$ cat config.mk
export PLATFORM = sky130hd
export DESIGN_NAME = main_core_flat
export DESIGN_NICKNAME = d
export VERILOG_FILES = /design/src/rtl/main_core_pkg.sv /design/src/rtl/main_core_if.sv /design/src/rtl/main_alu.sv /design/src/rtl/main_core.sv /design/src/flat_wrapper.sv
export SDC_FILE = /design/constraint.sdc
export NUM_CORES = 1
export LEC_CHECK = 0
export CAP_MARGIN = 20
export CORE_MARGIN = 5
export CORE_UTILIZATION = 27
export DETAILED_ROUTE_END_ITERATION = 16
export PLACE_DENSITY_LB_ADDON = 0.05
export SLEW_MARGIN = 20
export SYNTH_ARGS = -nofsm -noshare
export SYNTH_HDL_FRONTEND = slang
export SYNTH_SLANG_ARGS = --single-unit
$ cat constraint.sdc
create_clock -name clk -period 5.1 [get_ports clk]
set_input_delay 0.51 -clock clk [delete_from_list [all_inputs] [get_ports clk]]
set_output_delay 0.51 -clock clk [all_outputs]
set_load 0.05 [all_outputs]
$ cat src/rtl/main_core_pkg.sv
// rtl/main_core_pkg.sv - shared widths, opcode encodings and operand-select helper for main_core
package main_core_pkg;

    localparam int DATA_W    = 8;
    localparam int OP_W      = 4;
    localparam int NUM_REGS  = 4;
    localparam int MEM_DEPTH = 16;

    typedef enum logic [OP_W-1:0] {
        OP_LD  = 4'b0000,
        OP_ST  = 4'b0001,
        OP_MI  = 4'b0010,
        OP_MR  = 4'b0011,
        OP_SUM = 4'b0100,
        OP_SB  = 4'b0101,
        OP_ANR = 4'b0110,
        OP_CM  = 4'b0111,
        OP_ORR = 4'b1000,
        OP_ORI = 4'b1001,
        OP_XRR = 4'b1010,
        OP_XRI = 4'b1011,
        OP_SMI = 4'b1100,
        OP_SBI = 4'b1101,
        OP_ANI = 4'b1110,
        OP_CMI = 4'b1111
    } opcode_e;

    // ALU ops whose second operand is the immediate rather than R[sel]
    function automatic logic uses_imm(input opcode_e op);
        case (op)
            OP_SMI, OP_SBI, OP_ANI, OP_ORI, OP_XRI, OP_CMI: uses_imm = 1'b1;
            default:                                        uses_imm = 1'b0;
        endcase
    endfunction

endpackage

$ cat src/rtl/main_core_if.sv
// rtl/main_core_if.sv - instruction input and accumulator/flag output bundle for main_core
interface main_core_if;
    import main_core_pkg::*;

    logic [OP_W-1:0]   opcode;
    logic [DATA_W-1:0] immediate_input;
    logic [DATA_W-1:0] acc_out;
    logic              zero_flag;
    logic              carry_flag;
    logic              neg_flag;

    modport master (
        output opcode, immediate_input,
        input  acc_out, zero_flag, carry_flag, neg_flag
    );

    modport slave (
        input  opcode, immediate_input,
        output acc_out, zero_flag, carry_flag, neg_flag
    );

endinterface

$ cat src/rtl/main_alu.sv
// rtl/main_alu.sv - combinational 8-bit ALU with carry/borrow output
module main_alu
    import main_core_pkg::*;
(
    input  logic [DATA_W-1:0] a,
    input  logic [DATA_W-1:0] b,
    input  opcode_e           opcode,
    output logic [DATA_W-1:0] result,
    output logic              carry
);

    // Widen by one bit so bit 8 is the add carry or the subtract borrow (a < b unsigned)
    always_comb begin
        result = a;
        carry  = 1'b0;
        case (opcode)
            OP_SUM, OP_SMI:
                {carry, result} = {1'b0, a} + {1'b0, b};
            OP_SB, OP_SBI, OP_CM, OP_CMI:
                {carry, result} = {1'b0, a} - {1'b0, b};
            OP_ANR, OP_ANI:
                result = a & b;
            OP_ORR, OP_ORI:
                result = a | b;
            OP_XRR, OP_XRI:
                result = a ^ b;
            default: begin
                result = a;
                carry  = 1'b0;
            end
        endcase
    end

endmodule

$ cat src/rtl/main_core.sv
// rtl/main_core.sv - single-cycle accumulator core with register file, data memory and flags
module main_core
    import main_core_pkg::*;
(
    input  logic        clk,
    input  logic        rst_n,
    main_core_if.slave  bus
);

    logic [DATA_W-1:0] acc;
    logic [DATA_W-1:0] regs [NUM_REGS];
    logic [DATA_W-1:0] mem  [MEM_DEPTH];
    logic              z_q;
    logic              c_q;
    logic              n_q;

    opcode_e           op;
    logic [DATA_W-1:0] imm;
    logic [1:0]        sel;
    logic [3:0]        addr;
    logic [DATA_W-1:0] alu_b;
    logic [DATA_W-1:0] alu_result;
    logic              alu_carry;
    logic [DATA_W-1:0] acc_next;
    logic              flag_we;

    assign op    = opcode_e'(bus.opcode);
    assign imm   = bus.immediate_input;
    assign sel   = imm[1:0];
    assign addr  = imm[3:0];
    assign alu_b = uses_imm(op) ? imm : regs[sel];

    main_alu u_alu (
        .a      (acc),
        .b      (alu_b),
        .opcode (op),
        .result (alu_result),
        .carry  (alu_carry)
    );

    // Decode: pick the accumulator's next value and whether this op touches the flags
    always_comb begin
        acc_next = acc;
        flag_we  = 1'b0;
        case (op)
            OP_LD:         acc_next = imm;
            OP_MR:         acc_next = mem[addr];
            OP_ST, OP_MI:  acc_next = acc;
            OP_CM, OP_CMI: flag_we  = 1'b1;
            default: begin
                acc_next = alu_result;
                flag_we  = 1'b1;
            end
        endcase
    end

    // Architectural state; every write uses pre-edge acc so MI/ST capture the old value
    always_ff @(posedge clk or negedge rst_n) begin
        if (!rst_n) begin
            acc <= '0;
            z_q <= 1'b0;
            c_q <= 1'b0;
            n_q <= 1'b0;
            for (int i = 0; i < NUM_REGS; i++) begin
                regs[i] <= '0;
            end
            for (int j = 0; j < MEM_DEPTH; j++) begin
                mem[j] <= '0;
            end
        end else begin
            acc <= acc_next;
            if (op == OP_ST) begin
                mem[addr] <= acc;
            end
            if (op == OP_MI) begin
                regs[sel] <= acc;
            end
            if (flag_we) begin
                z_q <= (alu_result == '0);
                c_q <= alu_carry;
                n_q <= alu_result[DATA_W-1];
            end
        end
    end

    assign bus.acc_out    = acc;
    assign bus.zero_flag  = z_q;
    assign bus.carry_flag = c_q;
    assign bus.neg_flag   = n_q;

endmodule

$ cat src/flat_wrapper.sv
// flat-port wrapper written by rule: the top's interface ports become plain ports
module main_core_flat import main_core_pkg::*;
  (clk, rst_n, bus_opcode, bus_immediate_input, bus_acc_out, bus_zero_flag, bus_carry_flag, bus_neg_flag);
  main_core_if bus_i ();
  input  logic clk;
  input  logic rst_n;
  input wire logic [$bits(bus_i.opcode)-1:0] bus_opcode;
  input wire logic [$bits(bus_i.immediate_input)-1:0] bus_immediate_input;
  output wire logic [$bits(bus_i.acc_out)-1:0] bus_acc_out;
  output wire logic [$bits(bus_i.zero_flag)-1:0] bus_zero_flag;
  output wire logic [$bits(bus_i.carry_flag)-1:0] bus_carry_flag;
  output wire logic [$bits(bus_i.neg_flag)-1:0] bus_neg_flag;
  assign bus_i.opcode = bus_opcode;
  assign bus_i.immediate_input = bus_immediate_input;
  assign bus_acc_out = bus_i.acc_out;
  assign bus_zero_flag = bus_i.zero_flag;
  assign bus_carry_flag = bus_i.carry_flag;
  assign bus_neg_flag = bus_i.neg_flag;
  main_core u_core (.clk(clk), .rst_n(rst_n), .bus(bus_i));
endmodule
* Yosys cells after proc, flatten, opt, wreduce, memory -nomap -nowiden
Cells that the tools add are included.
** Word-level totals
- Input bits :: 14
- Register bits :: 171
- Word-level logic and storage cells :: 79
- Output and inout port bits :: 11
** Operators by class
- Eq/ne operators :: 15
- Add/subtract/negate cells :: 2
- Mux-type cells :: 17
- Bitwise operators :: 5
- Magnitude comparators :: 4
- Reduce and logical (&&, ||, !) cells :: 12
** Operator list (count)
- 128-bit bitwise mux :: 1
- 8-bit 2-to-1 mux :: 7
- 8-bit case mux with 5 select lines :: 1
- 8-bit binary-select mux with 4-bit select :: 1
- 32-bit bitwise mux :: 1
- 8-bit demux with 4-bit select :: 1
- 4-bit == test (second input constant) :: 8
- 8-bit case mux with 3 select lines :: 1
- 8-bit binary-select mux with 2-bit select :: 1
- 8-bit demux with 2-bit select :: 1
- 4-bit by 3-bit == test with 1-bit output (second input constant) :: 4
- 4-bit OR reduction :: 3
- 8-bit by 8-bit adder with 9-bit output :: 1
- 8-bit by 8-bit subtractor with 9-bit output :: 1
- 8-bit AND :: 1
- 4-bit by 2-bit == test with 1-bit output (second input constant) :: 2
- 8-bit zero test :: 1
- 8-bit bitwise OR :: 1
- 2-bit OR reduction :: 4
- 8-bit XOR :: 1
- 6-bit OR reduction :: 1
- 5-bit greater-or-equal comparator (second input constant) :: 1
- 5-bit by 1-bit < comparator with 1-bit output (second input constant) :: 1
- 4-bit NOT with 5-bit output :: 1
- 8 further kinds :: 9

* Longest topological paths before layout
Gate-level depths: netlist (run 1).
- Depth after elaboration :: 8
- Gate-level depth with buffers :: 17

* By module
From an unflattened synthesis (run 1), not the netlist that was laid out.
** Second synthesis, totals
- Cell total of the unflattened synthesis :: 732
- Area, all modules :: 9245.1 µm²
** Modules (own cells, without submodules)
- main_core :: times used 1, cells an instance 563, area an instance 7996.4 µm², sequential area each 4279.1 µm²
- main_alu :: times used 1, cells an instance 169, area an instance 1248.7 µm², sequential area each 0.0 µm²

* Worst setup path after synthesis (run 1)
Ideal clock, no wire load.
- Kind :: in2reg
- From :: input bus_immediate_input[0]
- To :: register u_core.z_q, in the netlist u_core.bus.zero_flag
- Stages on the path :: 17
- Arrival :: 3.770 ns
- Library setup time :: 0.068 ns
- Required time :: 5.032 ns
- Path buffers :: 5
- Slack :: 1.262 ns
- Cell sequence :: buf_6 -> buf_6 -> buf_2 -> buf_2 -> mux4_2 -> nand2_1 -> nand2_1 -> inv_1 -> ha_1 -> buf_6 -> nand2b_1 -> a32o_1 -> a221oi_2 -> nand2_1 -> a211o_1 -> a2111oi_2 -> a32o_1
** On the way
- Word-level cells in the longest chain between the ends :: 8
** RTL lines
- from (decl) :: line flat_wrapper.sv:8 : input wire logic [$bits(bus_i.immediate_input)-1:0] bus_immediate_input;
- 2-bit NOT with 3-bit output (implied by the code) :: line main_core.sv:31 : assign alu_b = uses_imm(op) ? imm : regs[sel];
- 8-bit binary-select mux with 2-bit select :: line main_core.sv:31
- 8-bit 2-to-1 mux (implied by the code) (2 in a row) :: line main_core.sv:31
- 8-bit 2-to-1 mux (*) :: line main_core.sv:31
- 8-bit by 8-bit subtractor with 9-bit output, or another cell as far along :: line main_alu.sv:20 : {carry, result} = {1'b0, a} - {1'b0, b};
- 8-bit case mux with 5 select lines (*) :: line main_alu.sv:16 : case (opcode)
- 8-bit zero test (*) :: line main_core.sv:79 : z_q <= (alu_result == '0);
- to (signal assigned) :: line main_core.sv:79
- to (decl) :: line main_core.sv:13 : logic z_q;
Mark *: on every way between the ends. The rest lies on a longest branch, timed or not. The select of a mux whose other input is x is not followed.
A chain may end at the register's enable or synchronous reset.

* Worst setup path after layout (run 1)
- From :: input bus_opcode[2]
- To :: register u_core.z_q, in the netlist u_core.bus.zero_flag
** On the way
- Word-level cells in the longest chain between the ends :: 7
** RTL lines
- from (decl) :: line flat_wrapper.sv:7 : input wire logic [$bits(bus_i.opcode)-1:0] bus_opcode;
- 4-bit == test :: line main_core_pkg.sv:30, main_alu.sv:16
- 6-bit OR reduction :: line main_core_pkg.sv:30 : case (op)
- 1-bit 2-to-1 mux :: line main_core_pkg.sv:30
- 8-bit 2-to-1 mux :: line main_core.sv:31
- 8-bit by 8-bit subtractor with 9-bit output, or another cell as far along :: line main_alu.sv:20
- 8-bit case mux with 5 select lines :: line main_alu.sv:16
- 8-bit zero test :: line main_core.sv:79
Parallel ways exist; a longest one is shown, timed or not.

==> results of run 1 <==
## cells in the mapped netlist, types with 9 or more instances
cell type and n:
a21o_1 9, nor2_1 29, o211ai_1 9, a21oi_1 18, mux2_2 60, clkbuf_1 36
ha_1 24, nor2b_1 11, nand2_1 149, dfrtp_1 171, mux4_2 46, buf_2 21
o21ai_0 120, inv_1 25
## cells in the final DEF (no fill, tap or decap), types with 5 or more instances in the layout
| cell type | netlist | final |
|---|---|---|
| dfrtp_1 | 171 | 171 |
| buf_4 | 1 | 23 |
| or2_2 | 5 | 5 |
| nor2b_1 | 11 | 11 |
| a21o_1 | 9 | 9 |
| mux2i_1 | 5 | 5 |
| nand2b_1 | 8 | 8 |
| nand3_1 | 8 | 8 |
| a211oi_1 | 5 | 5 |
| nor2_1 | 29 | 29 |
| clkdlybuf4s50_1 | 0 | 21 |
| inv_1 | 25 | 25 |
| nor3_1 | 7 | 7 |
| mux2_2 | 60 | 60 |
| clkbuf_16 | 0 | 17 |
| mux4_2 | 46 | 46 |
| a21oi_1 | 18 | 18 |
| ha_1 | 24 | 24 |
| o211ai_1 | 9 | 9 |
| and3_1 | 5 | 5 |
| nand2_1 | 149 | 149 |
| o21a_1 | 8 | 8 |
| o21ai_0 | 120 | 120 |
## kinds of logic (layout without fill, tap and decap cells)
| family | Yosys count | count (layout) | share of synthesized area (%) |
|---|---|---|---|
| xor gates and xnor gates | 3 | 3 | 0.287 |
| and+or+nand+nor | 248 | 248 | 12.3 |
| muxes | 111 | 111 | 19.2 |
| other | 0 | 1 | 0 |
| DFF | 171 | 171 | 46.7 |
| AOI/OAI and AO/OA | 203 | 203 | 13.3 |
| adders and majority gates | 26 | 26 | 3.71 |
| buffers and inverters | 91 | 102 | 4.54 |
## critical path, cell delays in order
cell,delay [ps]
clkdlybuf4s50_1,430
o21ai_1,630
nand2_1,110
o21ai_0,540
ha_1,290
inv_1,60
fa_1,380
nand2b_1,160
a32o_1,280
a221oi_2,340
nand2_1,80
a211o_1,290
a2111oi_2,320
a32o_1,210
## cell type report
type                    instances  area share, %
well taps                     448           5.40
repair buffers                 46           3.84
clock buffers                  20           4.49
clock inverters                11           1.06
diodes                          1         0.0241
multi-input cells             591           43.1
inverters                      25          0.904
flip-flops and latches        171           41.2
## registers in the layout (all words and copies together) (netlist names)
signal / cells
u_core.bus.acc_out: 8
u_core.bus.carry_flag: 1
u_core.bus.neg_flag: 1
u_core.bus.zero_flag: 1
u_core.mem: 128
u_core.regs: 32
## worst max-delay path by stage
stage	startpoint	endpoint	slack, ps
global placement	bus_opcode[2]	u_core.bus.zero_flag	710
floorplan	bus_immediate_input[0]	u_core.bus.zero_flag	1260
global route	bus_opcode[2]	u_core.bus.zero_flag	600
CTS	bus_opcode[2]	u_core.bus.zero_flag	960
finish	bus_opcode[2]	u_core.bus.zero_flag	830
detailed placement	bus_opcode[2]	u_core.bus.zero_flag	500
## per-layer routing
metal  part of all wire (%)  global-route usage, %  vias up
li1                       -                      -     3037
met1                     51                   25.2     3454
met2                     44                   24.4      162
met3                    3.6                   2.46       22
met4                    1.2                   3.54        0
met5                      0                      0        -
## power breakdown
part	internal, mW	switching (mW)
Sequential	1.60	0.135
Clock	0.716	0.583
Combinational	0.554	0.981
Total	2.87	1.70
## through the flow
stage / std cells / worst slack [ps] / utilization, %
finish: 1313 / 826 / 31.0
global route: 1312 / 598 / 31.0
CTS: 1312 / 960 / 31.0
detailed placement: 1281 / 505 / 29.2
global placement: 1281 / 708 / 29.2
floorplan: 853 / 1260 / -
==> impl_metrics.env, run 1 <==
export IMPL_grt_pass1_vias=6909
export IMPL_multi_input_area_sq_mm=0.00447
export IMPL_rows=67
export IMPL_timing_fmax_ghz=0.234
export IMPL_required_ps=5480
export IMPL_synth_seq_area_share_pct=46.7
export IMPL_clkSinkCount=171
export IMPL_period_needed_ps=4270
export IMPL_numCtsBuffers=17
export IMPL_setup_tns_ps=0
export IMPL_wl_mm=30.6
export IMPL_vias=6675
export IMPL_worst_ep_arrival_time_ps=4650
export IMPL_drive_gt1_share_pct=20.5
export IMPL_slew_headroom_pct=17.9
export IMPL_gp_congestion=0.844
export IMPL_outcome="finished, final reports clean"
export IMPL_remaining_drc_errors=0
export IMPL_post_dp_hpwl_mm=20.4
export IMPL_cts_tree="done"
export IMPL_cts_hold_fix_buffers=0
export IMPL_nNetsFinal=892
export IMPL_hold_viol_final=0
export IMPL_p_total_mw=4.57
export IMPL_vias_per_cell=5.08
export IMPL_fin_skew_ps=10.1
export IMPL_die_width_um=194
export IMPL_max_cap_violations=0
export IMPL_p_per_area_mw_per_mm2=440
export IMPL_synth_seq_cells=171
export IMPL_cts_setup_buffers=0
export IMPL_path_clk_slew_ps=80
export IMPL_tightest_slew_ps=1230
export IMPL_synthDominantCellAreaShare_pct=46.7
export IMPL_ys_warnings_count=0
export IMPL_clk_latency_ps=440
export IMPL_die_area_sq_mm=0.0377
export IMPL_avgSynthCellArea_sq_um=10.8
export IMPL_htree_levels=4
export IMPL_cts_resized=0
export IMPL_place_port_buffers=24
export IMPL_rsz0062_at_grt="false"
export IMPL_syn_area_sq_mm=0.00917
export IMPL_vdd_drop_max_uv=227
export IMPL_hold_slack_ps=134
export IMPL_finalCritPeriodShare_pct=83.8
export IMPL_r2r_start="u_core.regs[24]"
export IMPL_slew_viol_final=0
export IMPL_drt_iter0_drc=471
export IMPL_start_kind="input pin"
export IMPL_r2r_end="u_core.bus.zero_flag"
export IMPL_detail_route_wl_per_cell_um=23.3
export IMPL_hp_class="in -> async"
export IMPL_end_kind="register"
export IMPL_syn_nets=893
export IMPL_place_area_sq_mm=0.00981
export IMPL_synth_cell_types=63
export IMPL_power_leakage_nw=4.52
export IMPL_grtUsageTotal_pct=16.4
export IMPL_start_util_pct=27.3
export IMPL_antenna_found_initial=1
export IMPL_synth_largest_area_cell="dfrtp_1"
export IMPL_drtAntennaViolNets=0
export IMPL_core_sq_mm=0.0335
export IMPL_yosys_top_cells_area="dfrtp_1 (47%), mux4_2 (11%), mux2_2 (7.4%)"
export IMPL_regArea_sq_mm=0.00428
export IMPL_crit_path_max_fanout=8
export IMPL_synthCells=853
export IMPL_io_pins=25
export IMPL_num_fill_cells=3474
export IMPL_cts_buffer_depth=2
export IMPL_async_flop_share_pct=100
export IMPL_setup_viol_count_final=0
export IMPL_die_h_um=194
export IMPL_first_pass_iters=5
export IMPL_synth_flop_cell="dfrtp_1"
export IMPL_grt_overflow=0
export IMPL_ctsRootBufferMaster="clkbuf_16"
export IMPL_grt_max_degree=90
export IMPL_critical_path_class="in -> reg"
export IMPL_synth_edff_count=0
export IMPL_syn2layout_area_growth_pct=13.3
export IMPL_grt_pass1_wl_mm=46.8
export IMPL_reg2reg_slack_ps=1490
export IMPL_r2r_cells=13
export IMPL_final_cell_area_sq_mm=0.0104
Note: power is estimated with default switching activity, not from simulation.
==> run 2: changes to the inputs <==
- clock period: 5.1 -> 3.7 ns (I/O delays scaled with it)
==> run 2 against run 1 <==
Register-to-register slack got worse by 1100 ps. Critical path depth decreased by 1. Final cell count rose by 3.3%. Clock power up 44%. Sequential share of layout area shrank 1.4 points. Combinational power increased by 44%. Count of clock-buffer cells in the layout unchanged. Critical endpoint unchanged.
==> impl_metrics.env, run 2 (synthesis results as in run 1) <==
export IMPL_setup_viol_count_final=0
export IMPL_antennaDiodeCount=0
export IMPL_final_cell_mix="dfrtp_1 (171), nand2_1 (149), o21ai_0 (120)"
export IMPL_start_util_pct=27.3
export IMPL_die_width_um=194
export IMPL_end_kind="register"
export IMPL_regArea_sq_mm=0.00428
export IMPL_path_clk_slew_ps=70
export IMPL_vdd_drop_max_uv=294
export IMPL_numCtsBuffers=17
export IMPL_utilization_pct=32.1
export IMPL_first_pass_iters=5
export IMPL_r2r_start="u_core.regs[11]"
export IMPL_wl_mm=30.6
export IMPL_tightest_slew_ps=811
export IMPL_holdPathEnd="u_core.mem[28]"
export IMPL_hold_path_cell_count=2
export IMPL_reg2reg_slack_ps=390
export IMPL_start_kind="input pin"
export IMPL_fin_skew_ps=8.20
export IMPL_final_cell_area_sq_mm=0.0108
export IMPL_timing_fmax_ghz=0.291
export IMPL_drive_gt1_share_pct=24.1
export IMPL_cts_buffer_depth=2
export IMPL_remaining_drc_errors=0
export IMPL_drt_iter0_drc=665
export IMPL_place_port_buffers=24
export IMPL_crit_path_max_fanout=8
export IMPL_io_pins=25
export IMPL_core_sq_mm=0.0335
export IMPL_htree_levels=4
export IMPL_cts_resized=0
export IMPL_critical_path_class="in -> reg"
export IMPL_hp_class="reg -> reg"
export IMPL_hold_slack_ps=478
export IMPL_num_fill_cells=3410
export IMPL_rsz0062_at_grt="false"
export IMPL_multi_input_area_sq_mm=0.00447
export IMPL_worst_ep_arrival_time_ps=3800
export IMPL_place_area_sq_mm=0.0101
export IMPL_r2r_cells=11
export IMPL_regMostFlops="u_core.mem"
export IMPL_vias_per_cell=5.01
export IMPL_layout_commonest_cell="dfrtp_1"
export IMPL_nNetsFinal=936
export IMPL_clkSinkCount=171
export IMPL_hold_start="u_core.mem[28]"
export IMPL_cts_hold_fix_buffers=1
export IMPL_vias=6798
export IMPL_die_area_sq_mm=0.0377
export IMPL_finalCritPeriodShare_pct=93.0
export IMPL_grt_pass1_wl_mm=47.2
export IMPL_grtUsageTotal_pct=16.6
export IMPL_ctsRootBufferMaster="clkbuf_16"
export IMPL_post_dp_hpwl_mm=21.3
export IMPL_largest_reg_flops=128
export IMPL_max_cap_violations=0
export IMPL_gp_congestion=0.848
export IMPL_r2r_end="u_core.bus.zero_flag"
export IMPL_cts_setup_buffers=0
export IMPL_setup_tns_ps=0
export IMPL_rows=67
export IMPL_hold_viol_final=0
export IMPL_cts_tree="done"
export IMPL_grt_pass1_vias=6867
export IMPL_required_ps=4060
export IMPL_antenna_found_initial=1
export IMPL_p_total_mw=6.51
export IMPL_power_leakage_nw=4.76
export IMPL_detail_route_wl_per_cell_um=22.5
export IMPL_grt_max_degree=99
export IMPL_grt_overflow=0
export IMPL_slew_viol_final=0
export IMPL_p_per_area_mw_per_mm2=605
export IMPL_syn2layout_area_growth_pct=17.2
export IMPL_outcome="finished, final reports clean"
export IMPL_slew_headroom_pct=45.8
export IMPL_period_needed_ps=3440
export IMPL_drtAntennaViolNets=0
export IMPL_die_h_um=194
export IMPL_clk_latency_ps=430
## run 2: cell types whose count changed in the layout (fill, tap and decap cells not counted)
cell / delta
dlygate4sd3_1: +1
clkbuf_8: -1
buf_4: +42
buf_12: +1
clkinv_2: +3
clkbuf_1: +1
clkinv_4: -2
inv_6: -2
clkinvlp_4: -1
diode_2: -1
bufinv_16: +2
## run 2: worst max-delay path by stage
| stage | startpoint | endpoint | cells after the start |
|---|---|---|---|
| finish | bus_opcode[0] | u_core.bus.zero_flag | 13 |
| global route | bus_opcode[0] | u_core.bus.zero_flag | 15 |
| CTS | bus_opcode[0] | u_core.bus.zero_flag | 13 |
| detailed placement | bus_opcode[0] | u_core.bus.zero_flag | 13 |
| global placement | bus_opcode[0] | u_core.bus.acc_out[7] | 14 |
| floorplan | bus_immediate_input[0] | u_core.bus.zero_flag | 17 |
## run 2: cell type report
cell class | instances | area share [%]
clock buffers | 20 | 4.25
clock inverters | 11 | 1.33
flip-flops and latches | 171 | 39.8
inverters | 25 | 0.873
well taps | 448 | 5.21
repair buffers | 90 | 6.92
multi-input cells | 591 | 41.6
## run 2: power breakdown
part	switching [mW]	internal [mW]	leakage, nW	total, mW
sequential	0.215	2.21	2.28	2.42
combinational	1.33	0.885	2.19	2.22
clock	0.773	1.09	0.292	1.87
## run 2: critical path: stages
cell	delay [ps]
clkdlybuf4s50_1	470
o21ai_1	320
buf_4	220
a21o_1	240
inv_1	100
ha_1	380
a21o_1	200
a21oi_2	160
nand2_1	110
and4b_1	190
or4_1	600
a2111oi_2	250
a32o_1	210
## run 2: metrics by stage
| step | setup slack, ps | std cells |
|---|---|---|
| finish | 260 | 1356 |
| global placement | -107 | 1324 |
| CTS | 312 | 1356 |
| global route | 77.4 | 1356 |
| floorplan | 1.84 | 853 |
| detailed placement | -120 | 1324 |
## run 2: per-layer routing
metal	track usage (%)	vias to the layer above	wire (um)
met5	0	-	35
met4	4.19	4	463
met3	3.10	32	1200
met2	24.3	179	13400
met1	25.2	3460	15500
li1	-	3123	-
==> run 3: changes to the inputs <==
- CELL_PAD_IN_SITES_DETAIL_PLACEMENT: unset -> 0
- CELL_PAD_IN_SITES_GLOBAL_PLACEMENT: unset -> 1
==> run 3 against run 2 <==
Register-to-register slack gained 40 ps. Count of clock-buffer cells in the layout down 2. Largest cell class unchanged. Worst hold slack worse by 430 ps. Critical path depth stayed put.
==> impl_metrics.env, run 3 (synthesis results as in run 1) <==
export IMPL_met1_usage_pct=25.0
export IMPL_drive_gt1_share_pct=24.2
export IMPL_tightest_slew_ps=928
export IMPL_end_kind="register"
export IMPL_clk_latency_ps=450
export IMPL_setup_viol_count_final=0
export IMPL_drtAntennaViolNets=0
export IMPL_required_ps=4090
export IMPL_period_needed_ps=3270
export IMPL_power_leakage_nw=4.74
export IMPL_grt_pass1_vias=7132
export IMPL_post_dp_hpwl_mm=22.2
export IMPL_critPathBufInv=2
export IMPL_worst_ep_arrival_time_ps=3650
export IMPL_die_h_um=194
export IMPL_regMostFlops="u_core.mem"
export IMPL_clkSinkCount=171
export IMPL_rsz0062_at_grt="false"
export IMPL_grt_overflow=0
export IMPL_cpLargestDelayFamily="compound AO/OA/AOI/OAI gates"
export IMPL_vdd_drop_max_uv=326
export IMPL_rows=67
export IMPL_io_pins=25
export IMPL_cp_common_cell="nand2_1"
export IMPL_globalRouteMet3Util_pct=3.50
export IMPL_die_width_um=194
export IMPL_critPathMaxStageDelay_ps=530
export IMPL_outcome="finished, final reports clean"
export IMPL_timing_fmax_ghz=0.306
export IMPL_cts_setup_buffers=0
export IMPL_cts_buffer_depth=2
export IMPL_gp_congestion=0.822
export IMPL_num_fill_cells=3450
export IMPL_grt_pass1_wl_mm=48.0
export IMPL_reg2reg_slack_ps=430
export IMPL_core_sq_mm=0.0335
export IMPL_cp_cell_sequence="mux4_2 > nand2_1 > nand2_1 > inv_1 > ha_1 > nand2b_1 > buf_4 > a32o_1 > a221oi_2 > nand2_1 > a211o_1 > a2111oi_2 > a32o_1"
export IMPL_die_area_sq_mm=0.0377
export IMPL_multi_input_area_sq_mm=0.00447
export IMPL_slew_viol_final=0
export IMPL_drt_iter0_drc=471
export IMPL_hp_class="in -> async"
export IMPL_wl_mm=31.8
export IMPL_final_cell_mix="dfrtp_1 (171), nand2_1 (149), o21ai_0 (120)"
export IMPL_layout_commonest_cell="dfrtp_1"
export IMPL_regArea_sq_mm=0.00428
export IMPL_setup_tns_ps=0
export IMPL_hold_viol_final=0
export IMPL_place_port_buffers=24
export IMPL_p_per_area_mw_per_mm2=605
export IMPL_vias_per_cell=4.99
export IMPL_vias=6776
export IMPL_nNetsFinal=935
export IMPL_dp_slack_ps=39.3
export IMPL_use_met2_pct=25.9
export IMPL_fin_skew_ps=19.2
export IMPL_largest_reg_flops=128
export IMPL_crit_path_max_fanout=2
export IMPL_detail_route_wl_per_cell_um=23.5
export IMPL_max_cap_violations=0
export IMPL_ctsRootBufferMaster="clkbuf_16"
export IMPL_syn2layout_area_growth_pct=16.9
export IMPL_start_util_pct=27.3
export IMPL_critical_path_class="reg -> reg"
export IMPL_grt_max_degree=95
export IMPL_cp_slowest_cell="mux4_2"
export IMPL_antenna_found_initial=1
export IMPL_htree_levels=4
export IMPL_first_pass_iters=5
export IMPL_slew_headroom_pct=38.1
export IMPL_path_clk_slew_ps=80
export IMPL_setup_ws_ps=434
export IMPL_grt_busiest_layer="met2"
export IMPL_grtUsageTotal_pct=17.1
export IMPL_remaining_drc_errors=0
export IMPL_cts_hold_fix_buffers=0
export IMPL_start_kind="register"
export IMPL_cts_tree="done"
export IMPL_finalCritPeriodShare_pct=88.3
export IMPL_cts_resized=0
export IMPL_numCtsBuffers=17
## run 3: final timing paths
kind / start / endpoint / depth (start not counted)
worst max-delay path: u_core.regs[2] / u_core.bus.zero_flag / 13
worst min-delay path: rst_n / u_core.mem[26] / 1
worst max register to register: u_core.regs[2] / u_core.bus.zero_flag / 13
worst min register to register: u_core.mem[77] / u_core.mem[77] / 2
max in group asynchronous: rst_n / u_core.mem[53] / 2
min in group clk: u_core.mem[77] / u_core.mem[77] / 2
## run 3: where the power goes
group          switching [mW]  internal (mW)  leakage (nW)
Combinational            1.38          0.894          2.18
Clock                   0.810          0.998         0.273
Sequential              0.202           2.21          2.28
Total                    2.39           4.10          4.74
## run 3: layout make-up
cell class,instances,share of cell area (%)
clock buffers,18,4.00
flip-flops and latches,171,39.9
repair buffers,89,6.85
diodes,1,0.0233
inverters,25,0.875
clock inverters,14,1.35
well taps,448,5.23
multi-input cells,591,41.7
## run 3: stage by stage
step                      std cells  instance area (sq um)  hold slack, ps  power [mW]  utilization (%)
after global routing           1356                  10700             121        6.87             32.0
after floorplan                 853                   9170            74.4        3.73                -
after CTS                      1355                  10700            67.3        6.56             31.9
after detailed placement       1323                  10100             466        4.72             30.2
after global placement         1323                  10100             457        4.70             30.2
final                          1357                  10700            43.2        6.49             32.0
## run 3: layer usage
| metal | wire [um] | vias up |
|---|---|---|
| li1 | - | 3119 |
| met1 | 15700 | 3446 |
| met2 | 14200 | 180 |
| met3 | 1400 | 31 |
| met4 | 537 | 0 |
| met5 | 0 | - |
